`config.mk`:
```
export PLATFORM = sky130hd
export DESIGN_NAME = fifo_wr_ctrl
export DESIGN_NICKNAME = d
export VERILOG_FILES = /design/src/rtl/fifo_pkg.sv /design/src/rtl/gray_sync.sv /design/src/rtl/fifo_wr_ctrl.sv
export SDC_FILE = /design/constraint.sdc
export NUM_CORES = 1
export LEC_CHECK = 0
export ABC_AREA = 0
export BUFFER_PORTS_ARGS = -buffer_cell sky130_fd_sc_hd__buf_2
export CAP_MARGIN = 20
export CORE_MARGIN = 2
export CORE_UTILIZATION = 51
export CTS_CLUSTER_SIZE = 25
export DETAILED_ROUTE_END_ITERATION = 8
export MAX_ROUTING_LAYER = met4
export PLACE_DENSITY = 0.79
export SYNTH_ARGS = -nofsm -noshare
export SYNTH_HDL_FRONTEND = slang
export SYNTH_HIERARCHICAL = 1
export SYNTH_SLANG_ARGS = --single-unit
```
`constraint.sdc`:
```
create_clock -name W_CLK -period 2.9 [get_ports W_CLK]
set_clock_uncertainty 0.15 [all_clocks]
set_input_delay 0.435 -clock W_CLK [delete_from_list [all_inputs] [get_ports W_CLK]]
set_output_delay 0.435 -clock W_CLK [all_outputs]
set_load 0.005 [all_outputs]
```
`src/rtl/fifo_pkg.sv`:
```
// Shared helpers for the dual-clock FIFO controllers: Gray/binary conversion
// and depth derivation from the address width.
package fifo_pkg;

  // Number of RAM slots for a given address width.
  function automatic int depth_of(input int addr_w);
    return 1 << addr_w;
  endfunction

  // Binary to reflected Gray code; upper unused bits stay zero.
  function automatic logic [31:0] bin2gray(input logic [31:0] bin);
    return bin ^ (bin >> 1);
  endfunction

  // Gray to binary for a pointer of the given width; bits above width are ignored.
  function automatic logic [31:0] gray2bin(input logic [31:0] gray, input int width);
    logic [31:0] g;
    logic [31:0] bin;
    g   = '0;
    bin = '0;
    for (int i = 0; i < 32; i++) begin
      if (i < width) g[i] = gray[i];
    end
    for (int i = 0; i < 32; i++) begin
      bin[i] = ^(g >> i);
    end
    return bin;
  endfunction

endpackage

```
`src/rtl/gray_sync.sv`:
```
// Multi-flop synchroniser for a Gray-coded pointer crossing clock domains.
// Pure flop chain: no logic between stages so only one bit can be in flight.
module gray_sync #(
  parameter int WIDTH  = 4,
  parameter int STAGES = 2
) (
  input  logic             W_CLK,
  input  logic             W_RST,
  input  logic [WIDTH-1:0] din,
  output logic [WIDTH-1:0] dout
);

  logic [STAGES-1:0][WIDTH-1:0] sync_q;

  // Shift the foreign pointer through STAGES flops; cleared on reset.
  always_ff @(posedge W_CLK or negedge W_RST) begin
    if (!W_RST) begin
      sync_q <= '0;
    end else begin
      sync_q <= {sync_q[STAGES-2:0], din};
    end
  end

  assign dout = sync_q[STAGES-1];

endmodule

```
`src/rtl/fifo_wr_ctrl.sv`:
```
// Write-side controller of the dual-clock FIFO. Keeps the binary and Gray
// write pointers, the RAM write address, and full/almost-full/level/overflow
// status computed against the synchronised read pointer.
module fifo_wr_ctrl
  import fifo_pkg::*;
#(
  parameter int ADDR_W      = 3,
  parameter int SYNC_STAGES = 2,
  parameter int AF_MARGIN   = 1
) (
  input  logic              W_CLK,
  input  logic              W_RST,
  input  logic              W_INC,
  input  logic              W_OVF_CLR,
  input  logic [ADDR_W:0]   rptr_gray,
  output logic [ADDR_W-1:0] waddr,
  output logic [ADDR_W:0]   wptr,
  output logic              wfull,
  output logic              walmost_full,
  output logic [ADDR_W:0]   wlevel,
  output logic              wovf
);

  localparam int PW    = ADDR_W + 1;
  localparam int DEPTH = depth_of(ADDR_W);

  logic [ADDR_W:0] wbin;
  logic [ADDR_W:0] rq;
  logic [ADDR_W:0] rbin;
  logic [ADDR_W:0] wbin_nxt;
  logic [ADDR_W:0] wgray_nxt;
  logic [ADDR_W:0] wlevel_nxt;
  logic            wfull_nxt;
  logic            walmost_full_nxt;
  logic            w_acc;

  gray_sync #(
    .WIDTH  (PW),
    .STAGES (SYNC_STAGES)
  ) u_rptr_sync (
    .W_CLK (W_CLK),
    .W_RST (W_RST),
    .din   (rptr_gray),
    .dout  (rq)
  );

  // Next pointer and status, folding a write and a read-pointer update together.
  always_comb begin
    w_acc            = W_INC & ~wfull;
    wbin_nxt         = wbin + PW'(w_acc);
    wgray_nxt        = PW'(bin2gray(32'(wbin_nxt)));
    rbin             = PW'(gray2bin(32'(rq), PW));
    wlevel_nxt       = wbin_nxt - rbin;
    wfull_nxt        = (wgray_nxt == {~rq[ADDR_W:ADDR_W-1], rq[ADDR_W-2:0]});
    walmost_full_nxt = (wlevel_nxt >= PW'(DEPTH - AF_MARGIN));
  end

  // Pointer and flag registers; a blocked write leaves the pointers unchanged.
  always_ff @(posedge W_CLK or negedge W_RST) begin
    if (!W_RST) begin
      wbin         <= '0;
      wptr         <= '0;
      waddr        <= '0;
      wlevel       <= '0;
      wfull        <= 1'b0;
      walmost_full <= 1'b0;
    end else begin
      wbin         <= wbin_nxt;
      wptr         <= wgray_nxt;
      waddr        <= wbin_nxt[ADDR_W-1:0];
      wlevel       <= wlevel_nxt;
      wfull        <= wfull_nxt;
      walmost_full <= walmost_full_nxt;
    end
  end

  // Sticky overflow: a write attempt while full sets it and beats a same-cycle clear.
  always_ff @(posedge W_CLK or negedge W_RST) begin
    if (!W_RST) begin
      wovf <= 1'b0;
    end else if (W_INC && wfull) begin
      wovf <= 1'b1;
    end else if (W_OVF_CLR) begin
      wovf <= 1'b0;
    end
  end

endmodule

```
== Word level (Yosys, flattened, before mapping) ==
Cells that the tools add are included.

* Register bits: 26
* Output and inout bits: 14
* Logic and storage cells: 25

* $add $sub $neg: 2
* Order comparisons: 1
* Equality and inequality tests: 1
* Muxes and demuxes: 2
* Bitwise logic cells: 4
* Reduce and logical (&&, ||, !) cells: 6

{| class="wikitable"
|+ Operator list
! kind !! count
|-
| parity 32 bit || 4
|-
| adder 4 x 1 -> 4 bit || 1
|-
| equality test 4 bit || 1
|-
| greater-or-equal comparator 4 x 3 -> 1 bit (second input constant) || 1
|-
| subtractor 4 bit || 1
|-
| bitwise XOR 4 x 3 -> 4 bit || 1
|-
| 2-to-1 mux 1 bit || 2
|-
| NOT 2 bit || 1
|-
| nonzero test 2 bit || 1
|-
| AND 1 bit || 1
|-
| logical AND 1 bit || 1
|-
| NOT 1 bit || 1
|}

== Longest topological paths before layout ==
Gate-level depths: netlist of run 1.

* Depth after elaboration: 5
* Gate-level depth with buffers: 10

== By module ==
The synthesis of run 1 kept the hierarchy.

{| class="wikitable"
|+ By module, submodules not included
! module !! instances !! cells each !! area each (µm²) !! seq. area each (µm²)
|-
| fifo_wr_ctrl || 1 || 59 || 744.5 || 350.3
|-
| gray_sync || 1 || 12 || 230.2 || 200.2
|}

== Worst setup path after synthesis of run 1 ==
OpenSTA, ideal clock, no wires.

* Path kind: register to register
* From: register u_rptr_sync.sync_q (netlist bit u_rptr_sync/dout[3])
* To: register walmost_full
* Setup time: 0.126 ns
* Arrival: 2.227 ns
* Data required time: 2.624 ns
* Path slack: 0.397 ns
* Stages on the path, launching flop included: 11
* Cell sequence: dfrtp_1 buf_4 buf_6 xor2_2 xnor2_1 xnor2_1 ha_1 fa_1 xnor3_1 a32oi_1 o21ai_1

* Word-level cells in the longest chain between the ends: 3

{| class="wikitable"
|+ RTL lines
! item !! line !! RTL
|-
| start: declaration || gray_sync.sv:13 || <nowiki>logic [STAGES-1:0][WIDTH-1:0] sync_q;</nowiki>
|-
| start signal: assignment || gray_sync.sv:20 || <nowiki>sync_q <= {sync_q[STAGES-2:0], din};</nowiki>
|-
| parity 32 bit || fifo_pkg.sv:25 || <nowiki>bin[i] = ^(g >> i);</nowiki>
|-
| subtractor 4 bit * || fifo_wr_ctrl.sv:53 || <nowiki>wlevel_nxt = wbin_nxt - rbin;</nowiki>
|-
| named net wlevel_nxt[2] || fifo_wr_ctrl.sv:32 || <nowiki>logic [ADDR_W:0] wlevel_nxt;</nowiki>
|-
| greater-or-equal comparator 4 x 3 -> 1 bit * || fifo_wr_ctrl.sv:55 || <nowiki>walmost_full_nxt = (wlevel_nxt >= PW'(DEPTH - AF_MARGIN));</nowiki>
|-
| named net walmost_full_nxt || fifo_wr_ctrl.sv:34 || <nowiki>logic walmost_full_nxt;</nowiki>
|-
| end signal: assignment || fifo_wr_ctrl.sv:73 || <nowiki>walmost_full <= walmost_full_nxt;</nowiki>
|-
| end: declaration || fifo_wr_ctrl.sv:19 || <nowiki>output logic walmost_full,</nowiki>
|}

Mark *: on every way through the listed nets, which the timed path passes. The rest lies on a longest branch.
A chain may end at the register's enable or synchronous reset.

== Worst setup path after layout of run 1 ==
Ends and elaborated chain as after synthesis.

==> results of run 1 <==
==> cells in the mapped netlist <==
| library cell | count |
|---|---|
| nor2b_1 | 2 |
| inv_1 | 7 |
| or3_1 | 1 |
| nand2_1 | 1 |
| fa_1 | 1 |
| xor2_2 | 1 |
| xnor3_1 | 1 |
| ha_1 | 5 |
| o31ai_1 | 1 |
| nand3_1 | 2 |
| nor2_1 | 1 |
| buf_6 | 1 |
| a211oi_2 | 1 |
| xor2_1 | 4 |
| xor3_1 | 1 |
| and2_1 | 1 |
| xnor2_2 | 1 |
| dfrtp_1 | 22 |
| buf_4 | 4 |
| inv_2 | 1 |
| a32oi_1 | 1 |
| xnor2_1 | 8 |
| o21ai_0 | 2 |
| o21ai_1 | 1 |
==> metal layers <==
layer  global-route usage [%]  routed length (um)  vias to the layer above
met5                        -                   0                        -
met4                    10.81                  28                        0
met1                    17.33                 568                      251
li1                         -                   -                      258
met3                    2.642                  80                        4
met2                    23.20                 640                       20
==> timing repair <==
item / in CTS / in global routing
endpoints found under the hold margin: 22 / 0
gates resized for setup: 0 / 0
hold buffers: 1 / 0
endpoints found under the setup margin: 0 / 0
==> state kept, by name, indices dropped and copies added (netlist names) <==
name,cells
wlevel,4
wbin,3
walmost_full,1
u_rptr_sync/dout,4
wovf,1
wptr,3
wfull,1
waddr,1
u_rptr_sync/sync_q,4
==> metrics by stage <==
step	instances	hold WS [ns]	instance area, um^2	power [mW]
CTS	116	0.07972	1102	1.232
floorplan	71	-0.01059	974.7	0.9234
detailed placement	112	0.1865	1070	1.098
finish	116	0.09041	1102	1.211
global placement	112	0.1817	1070	1.086
global route	116	0.06654	1102	1.340
==> worst max-delay path, delay by kind of cell, from the launching register on <==
kind | cells | cell delay [ns]
compound gates | 2 | 0.24
fa+ha+maj | 2 | 0.58
xor+xnor | 4 | 1.01
flops | 1 | 0.48
==> kinds of logic after synthesis <==
kind of cell | after synthesis
AOI/OAI and AO/OA | 6
and+or+nand+nor | 8
DFF | 22
xor gates and xnor gates | 16
adders and majority gates | 6
buffers and inverters | 13
==> area by class of cell <==
class	instances	share of cell area, %
repair buffers	22	10.44
inverters	8	2.724
multi-input cells	36	32.01
well taps	25	2.838
flip-flops and latches	22	49.94
clock buffers	3	2.043
==> path summary, 6_finish.rpt <==
path / from / endpoint / slack [ns] / cells past startpoint
worst max register to register: u_rptr_sync/dout[3] / walmost_full / 0.33 / 8
worst max-delay path: u_rptr_sync/dout[3] / walmost_full / 0.33 / 8
max in group asynchronous: W_RST / u_rptr_sync/sync_q[2] / 1.81 / 2
worst min-delay path: rptr_gray[0] / u_rptr_sync/sync_q[0] / 0.09 / 1
min in group asynchronous: W_RST / wptr[1] / 0.47 / 2
worst min register to register: u_rptr_sync/sync_q[2] / u_rptr_sync/dout[2] / 0.21 / 0
==> power breakdown <==
part	switching, mW	internal [mW]	leakage [nW]
combinational	0.309	0.311	0.273
sequential	0.0501	0.413	0.261
clock	0.0792	0.0483	0.0138
==> impl_metrics.py, run 1 <==
metrics = {
    "detailed_routing": {
        "routedWlPerCell_um": 11.35,
        "dr.pass1.iters": 2,
        "drt_wl_total_um": 1317,
        "drc": 0,
        "vias": 533,
        "drtIter0Drc": 3,
        "avgViaCountPerCell": 4.595,
        "ant_nets": 0,
    },
    "synth": {
        "synth_nets": 85,
        "synth_top_cell_by_area": "dfrtp_1",
        "synth_top_family_by_area": "XOR/XNOR gates",
        "synthXorXnorAreaFrac_pct": 18.87,
        "synth_fa_ha_area_share_pct": 8.472,
        "synth.area.mux_share_pct": 0,
        "syn_area_um2": 974.7,
        "synth-seq-cells": 22,
        "avgSynthCellArea_um2": 13.73,
        "yosys_warnings": 6,
        "yosys.area_share.simple_pct": 4.365,
        "synth_compound_area_share_pct": 4.493,
        "synth-seq-area-share_pct": 56.48,
        "synthCells": 71,
        "synth.distinct_cells": 24,
        "synth_top_area_share_pct": 56.48,
        "yosys-top-cells-area": "dfrtp_1 56%, xnor2_1 7.2%, ha_1 6.4%",
    },
    "floorplan": {
        "die_h_um": 47.72,
        "design.portCount": 22,
        "die_w_um": 47.72,
        "core.rowCount": 15,
        "core_um2": 1764,
        "start_util_pct": 55.25,
        "die_area_um2": 2277,
    },
    "global_routing": {
        "grt_pass1_vias": 524,
        "grt_max_degree": 23,
        "antenna_found_initial": 0,
        "grt_pass1_wl_um": 2187,
        "grt_overflow_total": 0,
        "grtUsageTotal_pct": 14.97,
    },
    "final_layout": {
        "nets": 107,
        "layout_commonest_cell": "dfrtp_1",
        "regArea_um2": 550.5,
        "multi_input_area_um2": 352.8,
        "drive_above_1_share_pct": 30.77,
        "antenna_cells": 0,
        "syn_to_final_growth_pct": 13.09,
        "fin_util_pct": 62.48,
        "fill_cells": 151,
        "layout_common_cells": "22 x dfrtp_1, 21 x buf_2, 8 x xnor2_1, 7 x inv_1, 5 x ha_1",
    },
    "sta": {
        "fin_setup_tns_ns": 0,
        "tightest_slew_ns": 0.4651,
        "max-slew-margin-rel_pct": 68.99,
        "fmax_mhz": 388.7,
        "setup_viol": 0,
        "slew_violations": 0,
        "min_period_ns": 2.573,
        "rsz0062_at_grt": "no",
        "min_period_over_period_pct": 88.72,
        "worst_slack_ns": 0.3270,
        "hold_viol": 0,
    },
    "clock_network": {
        "post_cts_buffers": 0,
        "cts_made_buffers": 3,
        "cts_sinks": 22,
        "clock_latency_ns": 0.29,
        "root_buffer": "clkbuf_4",
        "cts_tree": "done",
        "cts_buffer_depth": 2,
        "cts_htree_levels": 1,
        "clk_pin_slew_ns": 0.11,
    },
    "setup_path": {
        "cp-end-kind": "flip-flop",
        "critical_path.max_fanout": 5,
        "crit_path_frequent_cell": "xnor2_1",
        "crit_required_ns": 2.93,
        "critPathKind": "flip-flop to flip-flop",
        "critPathSlowestCell": "dfrtp_1",
        "arrival_ns": 2.61,
        "start_kind": "flip-flop",
        "crit_chain": "xor2_2, xnor2_1, xnor2_1, ha_1, fa_1, xnor3_1, a32oi_1, o21ai_1",
        "cpPeakStageDelay_ns": 0.48,
    },
    "placement": {
        "hpwl_um": 1042,
        "place_ws_ns": 0.3385,
        "port_buffers": 21,
        "gp_congestion": 0.8136,
    },
    "pwr": {
        "power.static_leakage_nw": 0.5480,
        "peakVddDrop_v": 0.0005417,
        "pwr_density_cell_nw_per_um2": 1098,
    },
    "flow_run": {
        "cap_violations": 0,
    },
    "status": {
        "status": "complete, no violations",
    },
    "min_path": {
        "hp-class": "input port to flip-flop",
    },
}
(Power assumes the default switching activity.)
==> run 2, diff against run 1 <==
- RECOVER_POWER: not set -> 25
==> run 2 against run 1 <==
Compared with the run above:
- global-route usage did not move
- first-iteration DRC count unchanged
- power is essentially flat
- largest cell class unchanged
==> impl_metrics.py, run 2 (synthesis gave the netlist of run 1 again) <==
metrics = {
    "setup_path": {
        "start_kind": "flip-flop",
        "crit_chain": "xor2_2, xnor2_1, xnor2_1, ha_1, fa_1, xnor3_1, a32oi_1, o21ai_1",
        "cp_num_buf_inv": 0,
        "critPathKind": "flip-flop to flip-flop",
        "critPathSlowestCell": "dfrtp_1",
        "arrival_ns": 2.61,
        "crit_required_ns": 2.93,
        "crit_path_frequent_cell": "xnor2_1",
        "cp-end-kind": "flip-flop",
        "critical_path.max_fanout": 5,
        "cpLargestDelayFamily": "XOR/XNOR gates",
        "cpPeakStageDelay_ns": 0.48,
    },
    "clock_network": {
        "cts_made_buffers": 3,
        "clk_pin_slew_ns": 0.11,
        "post_cts_buffers": 0,
        "clock_latency_ns": 0.29,
        "cts_tree": "done",
        "cts_htree_levels": 1,
        "cts_sinks": 22,
        "cts_buffer_depth": 2,
        "root_buffer": "clkbuf_4",
    },
    "placement": {
        "hpwl_um": 1042,
        "place_area_um2": 1070,
        "port_buffers": 21,
        "place_inst": 112,
        "gp_congestion": 0.8136,
        "place_ws_ns": 0.3385,
    },
    "floorplan": {
        "die_area_um2": 2277,
        "die_w_um": 47.72,
        "core.rowCount": 15,
        "design.portCount": 22,
        "die_h_um": 47.72,
        "core_um2": 1764,
        "start_util_pct": 55.25,
    },
    "global_routing": {
        "grt_pass1_vias": 524,
        "grt_max_degree": 23,
        "grtUsageTotal_pct": 14.97,
        "grt_overflow_total": 0,
        "antenna_found_initial": 0,
        "grt_pass1_wl_um": 2187,
    },
    "detailed_routing": {
        "drtIter0Drc": 3,
        "drt_wl_total_um": 1316,
        "drc": 0,
        "dr.pass1.iters": 2,
        "avgViaCountPerCell": 4.586,
        "routedWlPerCell_um": 11.34,
        "ant_nets": 0,
        "vias": 532,
    },
    "sta": {
        "fmax_mhz": 388.7,
        "slew_violations": 0,
        "fin_setup_tns_ns": 0,
        "worst_slack_ns": 0.3270,
        "setup_viol": 0,
        "min_period_over_period_pct": 88.72,
        "min_period_ns": 2.573,
        "tightest_slew_ns": 1.115,
        "hold_viol": 0,
        "rsz0062_at_grt": "no",
        "max-slew-margin-rel_pct": 25.70,
    },
    "pwr": {
        "power.static_leakage_nw": 0.5452,
        "peakVddDrop_v": 0.0005415,
        "pwr_density_cell_nw_per_um2": 1099,
    },
    "final_layout": {
        "syn_to_final_growth_pct": 12.97,
        "final_area_um2": 1101,
        "nets": 107,
        "layout_commonest_cell": "dfrtp_1",
        "finalNonFillerCells": 116,
        "drive_above_1_share_pct": 29.67,
        "antenna_cells": 0,
        "layout_common_cells": "22 x dfrtp_1, 20 x buf_2, 8 x xnor2_1, 7 x inv_1, 5 x ha_1",
    },
    "status": {
        "status": "complete, no violations",
    },
    "flow_run": {
        "cap_violations": 0,
    },
    "min_path": {
        "hp-class": "input port to flip-flop",
    },
}
-- run 2: cell types whose count changed in the layout (fill, tap and decap cells not counted) --
| cell | change |
|---|---|
| buf_2 | -1 |
| clkbuf_1 | +1 |
-- run 2: where the power goes --
| part | internal (mW) | switching (mW) | total, mW |
|---|---|---|---|
| combinational | 0.311 | 0.309 | 0.619 |
| clock | 0.0483 | 0.0792 | 0.128 |
| sequential | 0.413 | 0.0501 | 0.464 |
-- run 2: final cells by class --
| cell class | count | area, um^2 |
|---|---|---|
| timing repair buffer | 22 | 113.9 |
| multi-input combinational | 36 | 352.8 |
| fill | 151 | 663.1 |
| tap | 25 | 31.28 |
| sequential | 22 | 550.5 |
| clock buffer | 3 | 22.52 |
| inverter | 8 | 30.03 |
-- run 2: layer usage --
metal | GRT usage, % | vias up | wire length [um]
met5 | - | - | 0
met2 | 23.20 | 20 | 643
met4 | 10.81 | 0 | 28
li1 | - | 258 | -
met3 | 2.642 | 4 | 80
met1 | 17.33 | 250 | 564
-- run 2: worst paths after layout --
kind	to	start	slack [ns]	cells past startpoint
max	walmost_full	u_rptr_sync/dout[3]	0.33	8
min	u_rptr_sync/sync_q[0]	rptr_gray[0]	0.09	1
max reg2reg	walmost_full	u_rptr_sync/dout[3]	0.33	8
min reg2reg	u_rptr_sync/dout[2]	u_rptr_sync/sync_q[2]	0.21	0
max in group asynchronous	u_rptr_sync/sync_q[2]	W_RST	1.22	2
min in group asynchronous	wptr[1]	W_RST	0.72	2
-- run 2: timing repair --
item	CTS	global route
hold endpoints to repair	22	0
resized for setup	0	0
setup endpoints to repair	0	0
hold buffers	1	0
-- run 2: stage by stage --
step	util [%]	hold WS [ns]	power, mW
floorplan	-	-0.01059	0.9234
global placement	60.64	0.1817	1.086
detailed placement	60.64	0.1865	1.098
CTS	62.48	0.07972	1.232
global route	62.41	0.06654	1.340
finish	62.41	0.09041	1.210
==> run 3, diff against run 2 <==
- CORE_UTILIZATION: 51 -> 50
- SYNTH_HIERARCHICAL: 1 -> not set
==> run 3 against run 2 <==
Compared with the run above:
- register-to-register slack better by 0.28 ns
- clock power increased by 26%
- largest power group unchanged
- cell area fell by 3.9%
- clock-buffer cell count rose by 1
- critical path type unchanged
- sequential share of layout area up 2.0 points
- core utilization grew 0.26 points
- worst setup slack improved by 0.28 ns
- cell count shrank 6.9%
- power up 4.3%
- synthesized cell count down 8.5%
- via count is 0.19% higher
==> impl_metrics.py, run 3 <==
metrics = {
    "placement": {
        "place_ws_ns": 0.4258,
        "hpwl_um": 954,
        "port_buffers": 21,
        "place_inst": 103,
        "gp_congestion": 0.7080,
    },
    "synth": {
        "synthXorXnorAreaFrac_pct": 15.66,
        "synth_common_cells": "22 x dfrtp_1, 10 x xnor2_1, 7 x inv_1, 5 x ha_1, 5 x nand3_1",
        "yosys_warnings": 0,
        "synth_top_family_by_area": "XOR/XNOR gates",
        "synth_fa_ha_area_share_pct": 9.309,
        "synth.distinct_cells": 15,
        "synth_top_cell_by_area": "dfrtp_1",
        "synth.area.mux_share_pct": 0,
        "synth_enable_flop_cells": 0,
        "syn_area_um2": 887.1,
        "yosys-top-cells-area": "dfrtp_1 62%, xnor2_1 9.9%, ha_1 7.1%",
        "synth-seq-cells": 22,
        "yosysMostFrequentCell": "dfrtp_1",
        "synth_top_area_share_pct": 62.06,
        "synth_nets": 79,
        "synth-async-reset-ratio_pct": 100.0,
        "yosys.area_share.simple_pct": 5.783,
        "synthCells": 65,
        "avgSynthCellArea_um2": 13.65,
        "synth_flop_cell": "dfrtp_1",
        "synth-seq-area-share_pct": 62.06,
        "synth_compound_area_share_pct": 4.231,
    },
    "pwr": {
        "p_int_mw": 0.7942,
        "pwr_density_cell_nw_per_um2": 1192,
        "pwr-share-comb_pct": 49.9,
        "clockPowerShare_pct": 12.8,
        "p_sw_mw": 0.4679,
        "peakVddDrop_v": 0.0004801,
        "power.static_leakage_nw": 0.5231,
        "swShare_pct": 37.08,
        "sequentialPowerShare_pct": 37.3,
    },
    "sta": {
        "slew_violations": 0,
        "fin_setup_tns_ns": 0,
        "hold_viol": 0,
        "hold_slack_ns": 0.08446,
        "min_period_ns": 2.288,
        "setup_viol": 0,
        "rsz0062_at_grt": "no",
        "tightest_slew_ns": 1.079,
        "min_period_over_period_pct": 78.90,
        "max-slew-margin-rel_pct": 28.04,
        "worst_slack_ns": 0.6119,
        "fmax_mhz": 437.0,
    },
    "detailed_routing": {
        "dr.pass1.iters": 2,
        "avgViaCountPerCell": 4.935,
        "ant_nets": 0,
        "drtIter0Drc": 1,
        "drc": 0,
        "routedWlPerCell_um": 11.39,
        "drt_wl_total_um": 1230,
        "vias": 533,
    },
    "setup_path": {
        "critical_path.max_fanout": 3,
        "critPathKind": "flip-flop to flip-flop",
        "r2r_cells": 8,
        "arrival_ns": 2.38,
        "cp-end-kind": "flip-flop",
        "start_kind": "flip-flop",
        "crit_required_ns": 2.99,
    },
    "floorplan": {
        "core_um2": 1689,
        "die_area_um2": 2127,
        "design.portCount": 22,
        "start_util_pct": 52.52,
        "die_w_um": 46.12,
        "core.rowCount": 15,
        "die_h_um": 46.12,
    },
    "global_routing": {
        "grtUsageTotal_pct": 14.09,
        "gr-usage-met1_pct": 15.21,
        "grt_pass1_vias": 480,
        "busiest_layer": "met2",
        "antenna_found_initial": 0,
        "met2_usage_pct": 23.06,
        "grt_pass1_wl_um": 1938,
        "grt_overflow_total": 0,
        "grt_util_met3_pct": 3.529,
        "grt_max_degree": 23,
    },
    "clock_network": {
        "clock_latency_ns": 0.30,
        "root_buffer": "clkbuf_4",
        "post_cts_buffers": 0,
        "cts_tree": "done",
        "cts_buffer_depth": 2,
        "clk_pin_slew_ns": 0.11,
        "cts_resized": 0,
        "hold_buffers": 1,
        "cts_sinks": 22,
        "cts_htree_levels": 1,
        "cts_made_buffers": 3,
    },
    "flow_run": {
        "cap_violations": 0,
    },
    "final_layout": {
        "syn_to_final_growth_pct": 19.32,
        "nets": 106,
        "finalNonFillerCells": 108,
        "layout_commonest_cell": "dfrtp_1",
        "antenna_cells": 0,
        "drive_above_1_share_pct": 28.57,
        "layout_common_cells": "22 x dfrtp_1, 20 x buf_2, 10 x xnor2_1, 7 x inv_1",
    },
    "min_path": {
        "whs_path_depth": 1,
        "hp-class": "input port to flip-flop",
    },
    "status": {
        "status": "complete, no violations",
    },
}
[run 3: path summary, 6_finish.rpt]
| path | slack (ns) | startpoint | end |
|---|---|---|---|
| max | 0.61 | u_rptr_sync.dout[3] | walmost_full |
| min in group asynchronous | 0.71 | W_RST | wptr[2] |
| max in group asynchronous | 1.24 | W_RST | wlevel[0] |
| min | 0.08 | rptr_gray[1] | u_rptr_sync.sync_q[1] |
| min reg2reg | 0.21 | u_rptr_sync.sync_q[1] | u_rptr_sync.dout[1] |
| max reg2reg | 0.61 | u_rptr_sync.dout[3] | walmost_full |
[run 3: stage by stage]
stage                     total power [mW]  cell area [um^2]  utilization [%]
after floorplan                     0.9231             887.1                -
after global placement               1.086              1013            60.00
after detailed placement             1.118              1013            60.00
after CTS                            1.281              1060            62.74
after global routing                 1.377              1059            62.67
final                                1.262              1059            62.67
[run 3: worst max-delay path, stage by stage, from the launching register on]
cell and delay, ns:
dfrtp_1 0.42, xnor2_1 0.25, xor2_1 0.30, xnor2_1 0.11, ha_1 0.21, fa_1 0.39
xnor2_1 0.20, nand3_1 0.10, nand3_1 0.09
[run 3: metal layers]
| metal | wire [um] | vias up |
|---|---|---|
| met5 | 0 | - |
| met4 | 23 | 0 |
| met3 | 57 | 4 |
| met2 | 633 | 17 |
| met1 | 516 | 254 |
| li1 | - | 258 |
[run 3: area by class of cell]
type	instances	area, um^2
Tap cell	17	21.27
Sequential cell	22	550.5
Inverter	7	26.28
Multi-Input combinational cell	36	310.3
Timing Repair Buffer	22	113.9
Fill cell	141	630.6
Clock buffer	4	36.28
[run 3: cells by family (layout without fill, tap and decap cells)]
group           count (synthesis)  after routing
fa+ha+maj                       6              6
flops                          22             22
buf+inv                         7             33
xor+xnor                       15             15
compound gates                  5              5
simple gates                   10             10
[run 3: power by group through the flow]
stage	clock network [mW]	registers, mW	logic (mW)
floorplan	0	0.495	0.429
detailed placement	0	0.479	0.639
CTS	0.167	0.472	0.642
global route	0.179	0.485	0.714
global placement	0	0.476	0.611
finish	0.161	0.471	0.630
